<file path="config.mk">
export PLATFORM = sky130hd
export DESIGN_NAME = keypad_scanner
export DESIGN_NICKNAME = d
export VERILOG_FILES = /design/src/rtl/keypad_scanner.sv
export SDC_FILE = /design/constraint.sdc
export NUM_CORES = 1
export LEC_CHECK = 0
export CAP_MARGIN = 20
export CORE_UTILIZATION = 63
export CTS_CLUSTER_SIZE = 25
export DETAILED_ROUTE_END_ITERATION = 8
export MAX_ROUTING_LAYER = met4
export PLACE_DENSITY = 0.8
export SLEW_MARGIN = 20
export SYNTH_ARGS = -nofsm -noshare
export SYNTH_HDL_FRONTEND = slang
export SYNTH_SLANG_ARGS = --single-unit
</file>
<file path="constraint.sdc">
create_clock -name clk_in -period 15.69 [get_ports clk_in]
set_input_delay 3.9225 -clock clk_in [delete_from_list [all_inputs] [get_ports clk_in]]
set_output_delay 3.9225 -clock clk_in [all_outputs]
set_load 0.05 [all_outputs]
</file>
<file path="src/rtl/keypad_scanner.sv">
// keypad_scanner: front end of the code-entry lock.
// Strobes one active-low column at a time, samples the active-low rows,
// builds a 16-bit snapshot per full scan and debounces single key presses
// into a one-cycle key_valid pulse with a hex key code.
module keypad_scanner #(
   parameter int SCAN_DIV       = 50000,
   parameter int DEBOUNCE_SCANS = 8
) (
   input  logic       clk_in,
   input  logic       rst,
   input  logic [3:0] row_in,
   output logic [3:0] col_out,
   output logic [3:0] key_code,
   output logic       key_valid,
   output logic       key_held,
   output logic       multi_err
);

   localparam int DW = (SCAN_DIV > 1) ? $clog2(SCAN_DIV) : 1;
   localparam int CW = $clog2(DEBOUNCE_SCANS + 1);
   localparam logic [DW-1:0] DIV_LAST = DW'(SCAN_DIV - 1);
   localparam logic [CW-1:0] DEB_MAX  = CW'(DEBOUNCE_SCANS);

   typedef enum logic [1:0] {
      IDLE,
      DEBOUNCE,
      HELD
   } state_t;

   logic [3:0]    r_rowMeta;
   logic [3:0]    r_rowSync;
   logic [DW-1:0] r_dwell;
   logic [1:0]    r_col;
   logic [15:0]   r_snap;

   state_t        r_state;
   logic [3:0]    r_cand;
   logic [CW-1:0] r_cnt;
   logic [CW-1:0] r_relCnt;
   logic [3:0]    r_keyCode;
   logic          r_keyValid;
   logic          r_keyHeld;
   logic          r_multiErr;

   state_t        w_state;
   logic [3:0]    w_cand;
   logic [CW-1:0] w_cnt;
   logic [CW-1:0] w_relCnt;
   logic [3:0]    w_keyCode;
   logic          w_keyValid;
   logic          w_keyHeld;
   logic          w_multiErr;

   logic          w_sample;
   logic          w_scanEnd;
   logic [15:0]   w_snapNext;
   logic [4:0]    w_ones;
   logic [3:0]    w_idx;
   logic          w_isNone;
   logic          w_isOne;
   logic          w_isMulti;

   assign w_sample  = (r_dwell == DIV_LAST);
   assign w_scanEnd = w_sample && (r_col == 2'd3);

   assign key_code  = r_keyCode;
   assign key_valid = r_keyValid;
   assign key_held  = r_keyHeld;
   assign multi_err = r_multiErr;

   // Rows are asynchronous to clk_in, so bring them through two flops first
   always_ff @(posedge clk_in or negedge rst) begin
      if (!rst) begin
         r_rowMeta <= 4'hF;
         r_rowSync <= 4'hF;
      end else begin
         r_rowMeta <= row_in;
         r_rowSync <= r_rowMeta;
      end
   end

   // Active-low one-hot strobe for the column currently being dwelt on
   always_comb begin
      col_out = ~(4'b0001 << r_col);
   end

   // Snapshot with the current column's rows merged in; 1 means pressed
   always_comb begin
      w_snapNext = r_snap;
      for (int r = 0; r < 4; r++) begin
         w_snapNext[{2'(r), r_col}] = ~r_rowSync[r];
      end
   end

   // Classify the completed snapshot and find the index of the lowest set bit
   always_comb begin
      w_ones = 5'd0;
      w_idx  = 4'd0;
      for (int i = 15; i >= 0; i--) begin
         if (w_snapNext[i]) begin
            w_ones = w_ones + 5'd1;
            w_idx  = 4'(i);
         end
      end
      w_isNone  = (w_ones == 5'd0);
      w_isOne   = (w_ones == 5'd1);
      w_isMulti = (w_ones >= 5'd2);
   end

   // Dwell counter, column rotation and snapshot capture at the end of each dwell
   always_ff @(posedge clk_in or negedge rst) begin
      if (!rst) begin
         r_dwell <= '0;
         r_col   <= 2'd0;
         r_snap  <= 16'd0;
      end else if (w_sample) begin
         r_dwell <= '0;
         r_col   <= r_col + 2'd1;
         r_snap  <= w_snapNext;
      end else begin
         r_dwell <= r_dwell + 1'b1;
      end
   end

   // Debounce FSM state and output registers
   always_ff @(posedge clk_in or negedge rst) begin
      if (!rst) begin
         r_state    <= IDLE;
         r_cand     <= 4'd0;
         r_cnt      <= '0;
         r_relCnt   <= '0;
         r_keyCode  <= 4'd0;
         r_keyValid <= 1'b0;
         r_keyHeld  <= 1'b0;
         r_multiErr <= 1'b0;
      end else begin
         r_state    <= w_state;
         r_cand     <= w_cand;
         r_cnt      <= w_cnt;
         r_relCnt   <= w_relCnt;
         r_keyCode  <= w_keyCode;
         r_keyValid <= w_keyValid;
         r_keyHeld  <= w_keyHeld;
         r_multiErr <= w_multiErr;
      end
   end

   // Next-state logic; every decision happens only at scan end
   always_comb begin
      w_state    = r_state;
      w_cand     = r_cand;
      w_cnt      = r_cnt;
      w_relCnt   = r_relCnt;
      w_keyCode  = r_keyCode;
      w_keyValid = 1'b0;
      w_keyHeld  = r_keyHeld;
      w_multiErr = r_multiErr;
      if (w_scanEnd) begin
         w_multiErr = w_isMulti;
         case (r_state)
            IDLE: begin
               if (w_isOne) begin
                  if (DEB_MAX == CW'(1)) begin
                     w_keyValid = 1'b1;
                     w_keyCode  = w_idx;
                     w_keyHeld  = 1'b1;
                     w_relCnt   = '0;
                     w_cnt      = '0;
                     w_state    = HELD;
                  end else begin
                     w_cand  = w_idx;
                     w_cnt   = CW'(1);
                     w_state = DEBOUNCE;
                  end
               end
            end
            DEBOUNCE: begin
               if (w_isOne && (w_idx == r_cand)) begin
                  if (r_cnt + 1'b1 == DEB_MAX) begin
                     w_keyValid = 1'b1;
                     w_keyCode  = r_cand;
                     w_keyHeld  = 1'b1;
                     w_relCnt   = '0;
                     w_cnt      = '0;
                     w_state    = HELD;
                  end else begin
                     w_cnt = r_cnt + 1'b1;
                  end
               end else if (w_isOne) begin
                  w_cand = w_idx;
                  w_cnt  = CW'(1);
               end else begin
                  w_cnt   = '0;
                  w_state = IDLE;
               end
            end
            HELD: begin
               if (w_isNone) begin
                  if (r_relCnt + 1'b1 == DEB_MAX) begin
                     w_keyHeld = 1'b0;
                     w_relCnt  = '0;
                     w_state   = IDLE;
                  end else begin
                     w_relCnt = r_relCnt + 1'b1;
                  end
               end else begin
                  w_relCnt = '0;
               end
            end
            default: begin
               w_state = IDLE;
            end
         endcase
      end
   end

endmodule

</file>
==> results.yml, run 1 <==
synth:
  synth_edf_count: 0
  synth_area_per_cell_um2: 8.83
  async_reset_ff_share_pct: 100
  synthFlopType: "dfrtp_1"
  synth_cell_types: 82
  synth.cell_area_um2: 5230
  synth-seq-cells: 63
  ys_warn_count: 0
  synthCells: 593
  ys_seq_area_share_pct: 30.3
  syn_nets: 622
route:
  wl_met1_mm: 5.24
  wl_per_cell_um: 16.1
  routed_via_density: 6.16
  drtIter0Drc: 309
  dr.pass1.iters: 5
  drc: 0
  wl_met3_um: 583
  wl_met2_mm: 5.42
  antenna_left: 0
  dr.max_layer_used: "met4"
  drt-total-wl_mm: 11.5
  vias: 4393
die:
  initial_core_util_pct: 66.4
  core_area_um2: 7890
  die_x_um: 93.1
  rows: 32
  fp.dieArea_um2: 8680
  io-pin-count: 17
  die_y_um: 93.1
pwr:
  p_int_mw: 0.273
  power_frac_seq_pct: 44.6
  power.density_nw_per_um2: 65.4
  vdd_drop_max_v: 0.0000793
  pwr-share-clk_pct: 43.2
  power.leakage_nw: 2.41
  switching_share_pct: 26.6
  combPwrFrac_pct: 12.2
  power.switching_mw: 0.0990
  power_mw: 0.372
placement:
  pre_cts_slack_ns: 3.30
  hpwl_mm: 8.53
  place_inst: 697
  gp_congestion: 0.855
  numPortBuffers: 16
worst_hold_path:
  hp-class: "register to register"
clocking:
  cts_setup_buffers: 0
  cts-root-buf: "clkbuf_8"
  clkTransAtPathRegs_ns: 0.08
  cts.path.max_buffers: 2
  cts.sinks: 63
  postCtsHoldBufs: 0
  cts_resized: 0
  cts_tree: "yes"
  cts_made_buffers: 9
  htreeDepth: 3
  clk_latency_ns: 0.35
setup_path:
  worstSetupEndpointType: "register"
  crit_slowest_cell: "or4_4"
  cpPeakStageDelay_ns: 0.63
  cp.arrival_ns: 12.72
  crit_fanout: 13
  worst_path_most_repeated_cell: "ha_1"
  cp.required_ns: 15.92
  path_class: "register to register"
  cp-start-kind: "register"
final_layout:
  fin_nets: 635
  drive_above_1_share_pct: 9.82
  num_antenna_cells: 0
  num-fill-cells: 577
  stdcell_count: 713
  area_delta_synth_final_pct: 8.58
global_route:
  antenna_found_initial: 0
  overflow: 0
  grtUsageTotal_pct: 29.7
  grt_max_degree: 64
  grt_pass1_wl_mm: 19.7
  grt_pass1_vias: 4248
timing:
  drv_slew: 0
  fin_skew_ns: 0.00908
  slew_headroom_pct: 35.9
  setup_viol: 0
  hold_violations: 0
  worst_slack_ns: 3.20
  post-route-period-util_pct: 79.6
  worst-slew-pin-transition_ns: 0.958
  setup_tns_ns: 0
  fmax_mhz: 80.1
  whs_ns: 0.357
  period_needed_ns: 12.49
  rsz0062_at_grt: "false"
status:
  status: "complete, no violations"
flow_run:
  max_cap_violations: 0
==> power by group through the flow <==
stage                     Sequential (mW)  Clock [mW]  Combinational (mW)
after floorplan                     0.168           0              0.0345
after global routing                0.166       0.172              0.0510
after CTS                           0.166       0.164              0.0450
final                               0.166       0.161              0.0452
after global placement              0.169           0              0.0434
after detailed placement            0.169           0              0.0448
==> registers in the layout (all words and copies together), names as in the netlist, 2 cells and up <==
| register | count |
|---|---|
| r_cand | 4 |
| r_dwell | 16 |
| key_code | 4 |
| r_cnt | 4 |
| r_snap | 16 |
| r_relCnt | 4 |
| r_rowMeta | 4 |
| r_col | 2 |
| r_state | 2 |
| r_rowSync | 4 |
==> logic make-up after synthesis <==
logic type,Yosys count,share of synthesized area (%)
and+or+nand+nor,240,23.9
AOI/OAI and AO/OA,132,16.9
xor gates and xnor gates,72,15.4
DFF,63,30.3
buffers and inverters,40,3.11
muxes,23,4.92
adders and majority gates,23,5.50
==> through the flow <==
| stage | instance area, um2 | utilization, % |
|---|---|---|
| after floorplan | 5230 | - |
| final | 5680 | 72.0 |
| after detailed placement | 5460 | 69.2 |
| after CTS | 5680 | 72.0 |
| after global routing | 5680 | 72.0 |
| after global placement | 5460 | 69.2 |
==> final timing paths <==
path | slack, ns | start | cells after the start | to
setup / recovery | 3.20 | r_col[0] | 56 | r_cand[3]
hold / removal | 0.36 | r_rowMeta[2] | 0 | r_rowSync[2]
setup reg to reg | 3.20 | r_col[0] | 56 | r_cand[3]
hold reg to reg | 0.36 | r_rowMeta[2] | 0 | r_rowSync[2]
max in group asynchronous | 11.43 | rst | 2 | r_dwell[1]
min in group asynchronous | 3.74 | rst | 2 | r_dwell[13]
==> worst max-delay path, delay by kind of cell, from the launching register on <==
family	cells	cell delay (ns)
multiplexers	4	1.10
AO/OA/AOI/OAI	17	3.28
buffers and inverters	6	0.74
flip-flops	1	0.41
adder cells (fa/ha/maj)	14	4.13
AND/OR/NAND/NOR	14	2.49
XOR/XNOR	1	0.22
==> layer usage <==
metal | GRT usage [%] | up-vias
li1 | - | 2153
met5 | - | -
met2 | 47.5 | 128
met3 | 4.47 | 20
met1 | 38.6 | 2092
met4 | 10.4 | 0
==> layout by cell type, fill, tap and decap left out, types with 5 or more instances in the layout <==
cell / n
inv_1: 23
clkdlybuf4s50_1: 15
nor2_1: 44
o31ai_1: 5
nor3_1: 16
nand3b_1: 5
or4_1: 6
and3_1: 7
dfstp_2: 8
mux2_2: 7
and2_1: 6
nand2_1: 75
ha_1: 23
nor4_1: 5
nand2b_1: 15
a21oi_1: 24
nand3_1: 17
xor2_1: 23
o21ai_0: 40
nand4_1: 6
dfrtp_1: 55
xnor2_1: 36
nor3b_1: 5
clkbuf_8: 9
o21ai_1: 6
a31oi_1: 6
o211ai_1: 5
nor2b_1: 14
mux2i_1: 10
==> cell type report <==
cell class | instances | area (um2) | share of cell area [%]
Multi-Input combinational cell | 490 | 3480 | 61.3
Sequential cell | 63 | 1590 | 27.9
Timing Repair Buffer | 17 | 163 | 2.86
Tap cell | 102 | 128 | 2.25
Clock buffer | 9 | 124 | 2.18
Clock inverter | 7 | 104 | 1.83
Inverter | 25 | 93.8 | 1.65
==> cells in the mapped netlist (all sizes together), types with 6 or more instances <==
master  number  area share (%)
nand2       75             5.4
dfrtp       55              26
o21ai       46             4.4
nor2        44             3.2
xnor2       39             7.2
a21oi       24             2.3
inv         24             1.7
xor2        24             4.2
ha          23             5.5
nand3       17             1.6
nor3        17             1.7
nand2b      15             1.8
nor2b       14             1.7
mux2        13             3.0
clkbuf      10            0.72
mux2i       10             1.9
a31oi        8             1.2
dfstp        8             4.0
and3         7            0.84
nor4         7             1.2
or4          7             1.1
and2         6            0.72
nand4        6            0.72
Note: power is estimated with default switching activity, not from simulation.
==> inputs of run 2 (changes only) <==
- CORE_UTILIZATION: 63 -> 57
- PLACE_DENSITY: 0.8 -> 0.76
- clock period: 15.69 -> 10.6 ns (I/O delays scaled with it)
==> results.yml, run 2 (synthesis results as in run 1) <==
die:
  io-pin-count: 17
  fp.dieArea_um2: 9570
  rows: 34
  initial_core_util_pct: 59.4
  die_y_um: 97.8
  core_area_um2: 8810
  die_x_um: 97.8
setup_path:
  cp.arrival_ns: 10.55
  cp.required_ns: 10.82
  r2r_slack_ns: 0.26
  crit_slowest_cell: "or4_4"
  r2r_cells: 59
  path_class: "register to register"
  worst_path_most_repeated_cell: "ha_1"
  r2r_end: "r_cand[3]"
  reg2reg_from: "r_col[0]"
  crit_fanout: 7
  cp-start-kind: "register"
  cpPeakStageDelay_ns: 0.54
  worstSetupEndpointType: "register"
worst_hold_path:
  hold_path_depth: 0
  hp-class: "register to register"
  hold_path.startpoint: "r_rowMeta[1]"
  hold_path_end: "r_rowSync[1]"
route:
  routed_via_density: 6.11
  dr.pass1.iters: 5
  drtIter0Drc: 332
  antenna_left: 0
  vias: 4570
  wl_per_cell_um: 17.5
  drc: 0
  drt-total-wl_mm: 13.1
clocking:
  cts.sinks: 63
  cts-root-buf: "clkbuf_8"
  clk_latency_ns: 0.35
  cts_made_buffers: 9
  clkTransAtPathRegs_ns: 0.07
  htreeDepth: 3
  cts_tree: "yes"
  cts.path.max_buffers: 2
global_route:
  antenna_found_initial: 0
  grt_pass1_vias: 4474
  overflow: 0
  grt_max_degree: 64
  grtUsageTotal_pct: 28.7
  grt_pass1_wl_mm: 21.5
placement:
  gp_congestion: 0.938
  numPortBuffers: 16
  hpwl_mm: 9.14
final_layout:
  final_util_pct: 70.2
  final_common_cell: "nand2_1"
  top_regs: "r_dwell x16, r_snap x16"
  area_delta_synth_final_pct: 18.2
  num_antenna_cells: 0
  layout_common_cells: "nand2_1, dfrtp_1, nor2_1"
  drive_above_1_share_pct: 19.7
  fin_nets: 664
timing:
  worst-slew-pin-transition_ns: 0.865
  drv_slew: 0
  setup_tns_ns: 0
  fin_skew_ns: 0.0209
  setup_viol: 0
  hold_violations: 0
  slew_headroom_pct: 40.7
  period_needed_ns: 10.34
  post-route-period-util_pct: 97.5
  fmax_mhz: 96.8
status:
  status: "complete, no violations"
pwr:
  power.leakage_nw: 2.58
  vdd_drop_max_v: 0.000104
  power_mw: 0.576
  power.density_nw_per_um2: 93.2
flow_run:
  max_cap_violations: 0
[run 2: area by class of cell]
class                   count  area, um2
clock buffers              11        141
clock inverters             5       81.3
fillers                   646       2620
inverters                  25        106
multi-input cells         491       3750
flip-flops and latches     63       1590
well taps                 108        135
repair buffers             45        380
[run 2: how the worst max path moves through the flow]
stage / cells past startpoint / startpoint / end
final: 59 / r_col[0] / r_cand[3]
after floorplan: 59 / r_col[1] / r_cand[2]
after detailed placement: 57 / r_col[0] / r_relCnt[0]
after CTS: 57 / r_col[0] / r_cand[1]
after global routing: 60 / r_col[0] / r_cand[3]
after global placement: 57 / r_col[0] / r_relCnt[0]
[run 2: timing repair]
item	in CTS	in global routing
hold buffers	0	0
pin swaps	3	12
buffers inserted	3	13
endpoints found under the setup margin	21	21
resized for setup	6	35
hold endpoints to repair	0	0
gates cloned	0	1
[run 2: worst max-delay path, delay by kind of cell (launching register included)]
kind            cells  cell delay [ns]
flops               1             0.43
compound gates     17             2.24
xor+xnor            1             0.12
fa+ha+maj          13             3.35
buf+inv            10             1.11
mux                 4             1.03
simple gates       14             1.90
[run 2: layer usage]
metal	routed length, um	global-route usage, %	vias up
met4	165	6.41	0
met5	0	-	-
met2	6290	45.4	143
li1	-	-	2215
met1	6060	39.1	2196
met3	539	4.15	16
[run 2: stage by stage]
step / hold slack, ns / setup WS (ns) / instances / instance area [um2]
after floorplan: 0.345 / 0.00559 / 593 / 5310
after CTS: 0.350 / 0.000213 / 734 / 5900
after global routing: 0.353 / -0.171 / 748 / 6180
final: 0.349 / 0.265 / 748 / 6180
after detailed placement: 0.348 / -0.255 / 715 / 5620
after global placement: 0.346 / 0.0936 / 715 / 5620
[run 2: power by group]
group	internal (mW)	total (mW)	switching, mW
sequential	0.243	0.245	0.00219
clock	0.139	0.240	0.101
combinational	0.0390	0.0914	0.0524
total	0.421	0.576	0.155
==> inputs of run 3 (changes only) <==
- CORE_ASPECT_RATIO: default -> 1.75
==> results.yml, run 3 (synthesis results as in run 1) <==
placement:
  pre_cts_slack_ns: -0.210
  place_inst: 725
  hpwl_mm: 9.52
  numPortBuffers: 16
  gp_congestion: 0.911
final_layout:
  drive_above_1_share_pct: 19.2
  stdcell_count: 763
  num_antenna_cells: 0
  fin_nets: 670
  area_delta_synth_final_pct: 19.7
  layout_common_cells: "nand2_1, dfrtp_1, nor2_1"
  final_common_cell: "nand2_1"
  top_regs: "r_dwell x16, r_snap x16"
timing:
  drv_slew: 0
  fin_skew_ns: 0.00960
  setup_viol: 0
  fmax_mhz: 98.9
  worst_slack_ns: 0.488
  hold_violations: 0
  worst-slew-pin-transition_ns: 0.891
  period_needed_ns: 10.11
  slew_headroom_pct: 38.9
  post-route-period-util_pct: 95.4
worst_hold_path:
  hp-class: "register to register"
route:
  drc: 0
  routed_via_density: 6.01
  antenna_left: 0
  drtIter0Drc: 230
  dr.pass1.iters: 5
  wl_per_cell_um: 17.1
  vias: 4583
  drt-total-wl_mm: 13.1
die:
  core_area_um2: 8780
  die_y_um: 129
  rows: 45
  die_x_um: 74.4
  fp.dieArea_um2: 9580
  initial_core_util_pct: 59.6
  io-pin-count: 17
global_route:
  overflow: 0
  grtUsageTotal_pct: 29.4
  grt_max_degree: 64
  antenna_found_initial: 0
  grt_pass1_vias: 4601
  grt_pass1_wl_mm: 21.0
setup_path:
  cp.arrival_ns: 10.32
  cp.required_ns: 10.81
  crit_slowest_cell: "or4_4"
  r2r_slack_ns: 0.49
  path_class: "register to register"
  cpPeakStageDelay_ns: 0.57
  cp-start-kind: "register"
  crit_fanout: 7
  worstSetupEndpointType: "register"
clocking:
  cts.sinks: 63
  htreeDepth: 3
  clk_latency_ns: 0.33
  cts-root-buf: "clkbuf_16"
  cts_tree: "yes"
  cts.path.max_buffers: 2
  clkTransAtPathRegs_ns: 0.05
  cts_made_buffers: 9
  postCtsHoldBufs: 0
pwr:
  power.leakage_nw: 2.64
  power.density_nw_per_um2: 99.6
  vdd_drop_max_v: 0.000132
flow_run:
  max_cap_violations: 0
status:
  status: "complete, no violations"
-- run 3: layer usage --
| metal | vias up | part of all wire [%] | GRT usage (%) |
|---|---|---|---|
| li1 | 2222 | - | - |
| met1 | 2227 | 39 | 31.0 |
| met2 | 97 | 55 | 51.9 |
| met3 | 37 | 2.0 | 3.21 |
| met4 | 0 | 4.0 | 15.5 |
| met5 | - | 0 | - |
-- run 3: power by group --
| part | switching (mW) | total [mW] | internal [mW] |
|---|---|---|---|
| Combinational | 0.0483 | 0.0851 | 0.0368 |
| Sequential | 0.00187 | 0.245 | 0.244 |
| Clock | 0.105 | 0.293 | 0.188 |
-- run 3: what timing repair did --
item / 4_1_cts / 5_1_grt
cloned: 0 / 0
pin swaps: 5 / 12
gates resized for setup: 6 / 26
setup buffers: 9 / 13
setup endpoints to repair: 21 / 21
-- run 3: through the flow --
stage | power (mW) | setup TNS [ns] | cell area [um2] | hold slack, ns | utilization (%)
3_3_place_gp | 0.319 | 0 | 5630 | 0.346 | 64.1
6_report | 0.624 | 0 | 6260 | 0.355 | 71.3
2_1_floorplan | 0.300 | 0 | 5310 | 0.345 | -
5_1_grt | 0.646 | -0.334 | 6260 | 0.359 | 71.3
4_1_cts | 0.618 | 0 | 6030 | 0.355 | 68.6
3_5_place_dp | 0.321 | -2.74 | 5630 | 0.348 | 64.1
-- run 3: worst paths after layout --
path | from | to | depth (start not counted)
worst max register to register | r_col[0] | r_cand[2] | 60
min in group asynchronous | rst | r_relCnt[2] | 2
max in group asynchronous | rst | r_col[1] | 2
worst min register to register | r_rowMeta[2] | r_rowSync[2] | 0
worst max-delay path | r_col[0] | r_cand[2] | 60
worst min-delay path | r_rowMeta[2] | r_rowSync[2] | 0
-- run 3: final cells by class --
| cell class | count | area [um2] |
|---|---|---|
| well taps | 117 | 146 |
| inverters | 25 | 106 |
| clock buffers | 11 | 243 |
| repair buffers | 52 | 433 |
| clock inverters | 5 | 57.6 |
| fillers | 675 | 2520 |
| multi-input cells | 490 | 3690 |
| flip-flops and latches | 63 | 1590 |
-- run 3: worst max-delay path: cells and delay by family, from the launching register on --
family | cells | cell delay, ns
compound gates | 17 | 2.04
flops | 1 | 0.43
xor+xnor | 1 | 0.15
buf+inv | 9 | 0.93
simple gates | 15 | 2.17
mux | 4 | 0.72
fa+ha+maj | 14 | 3.57
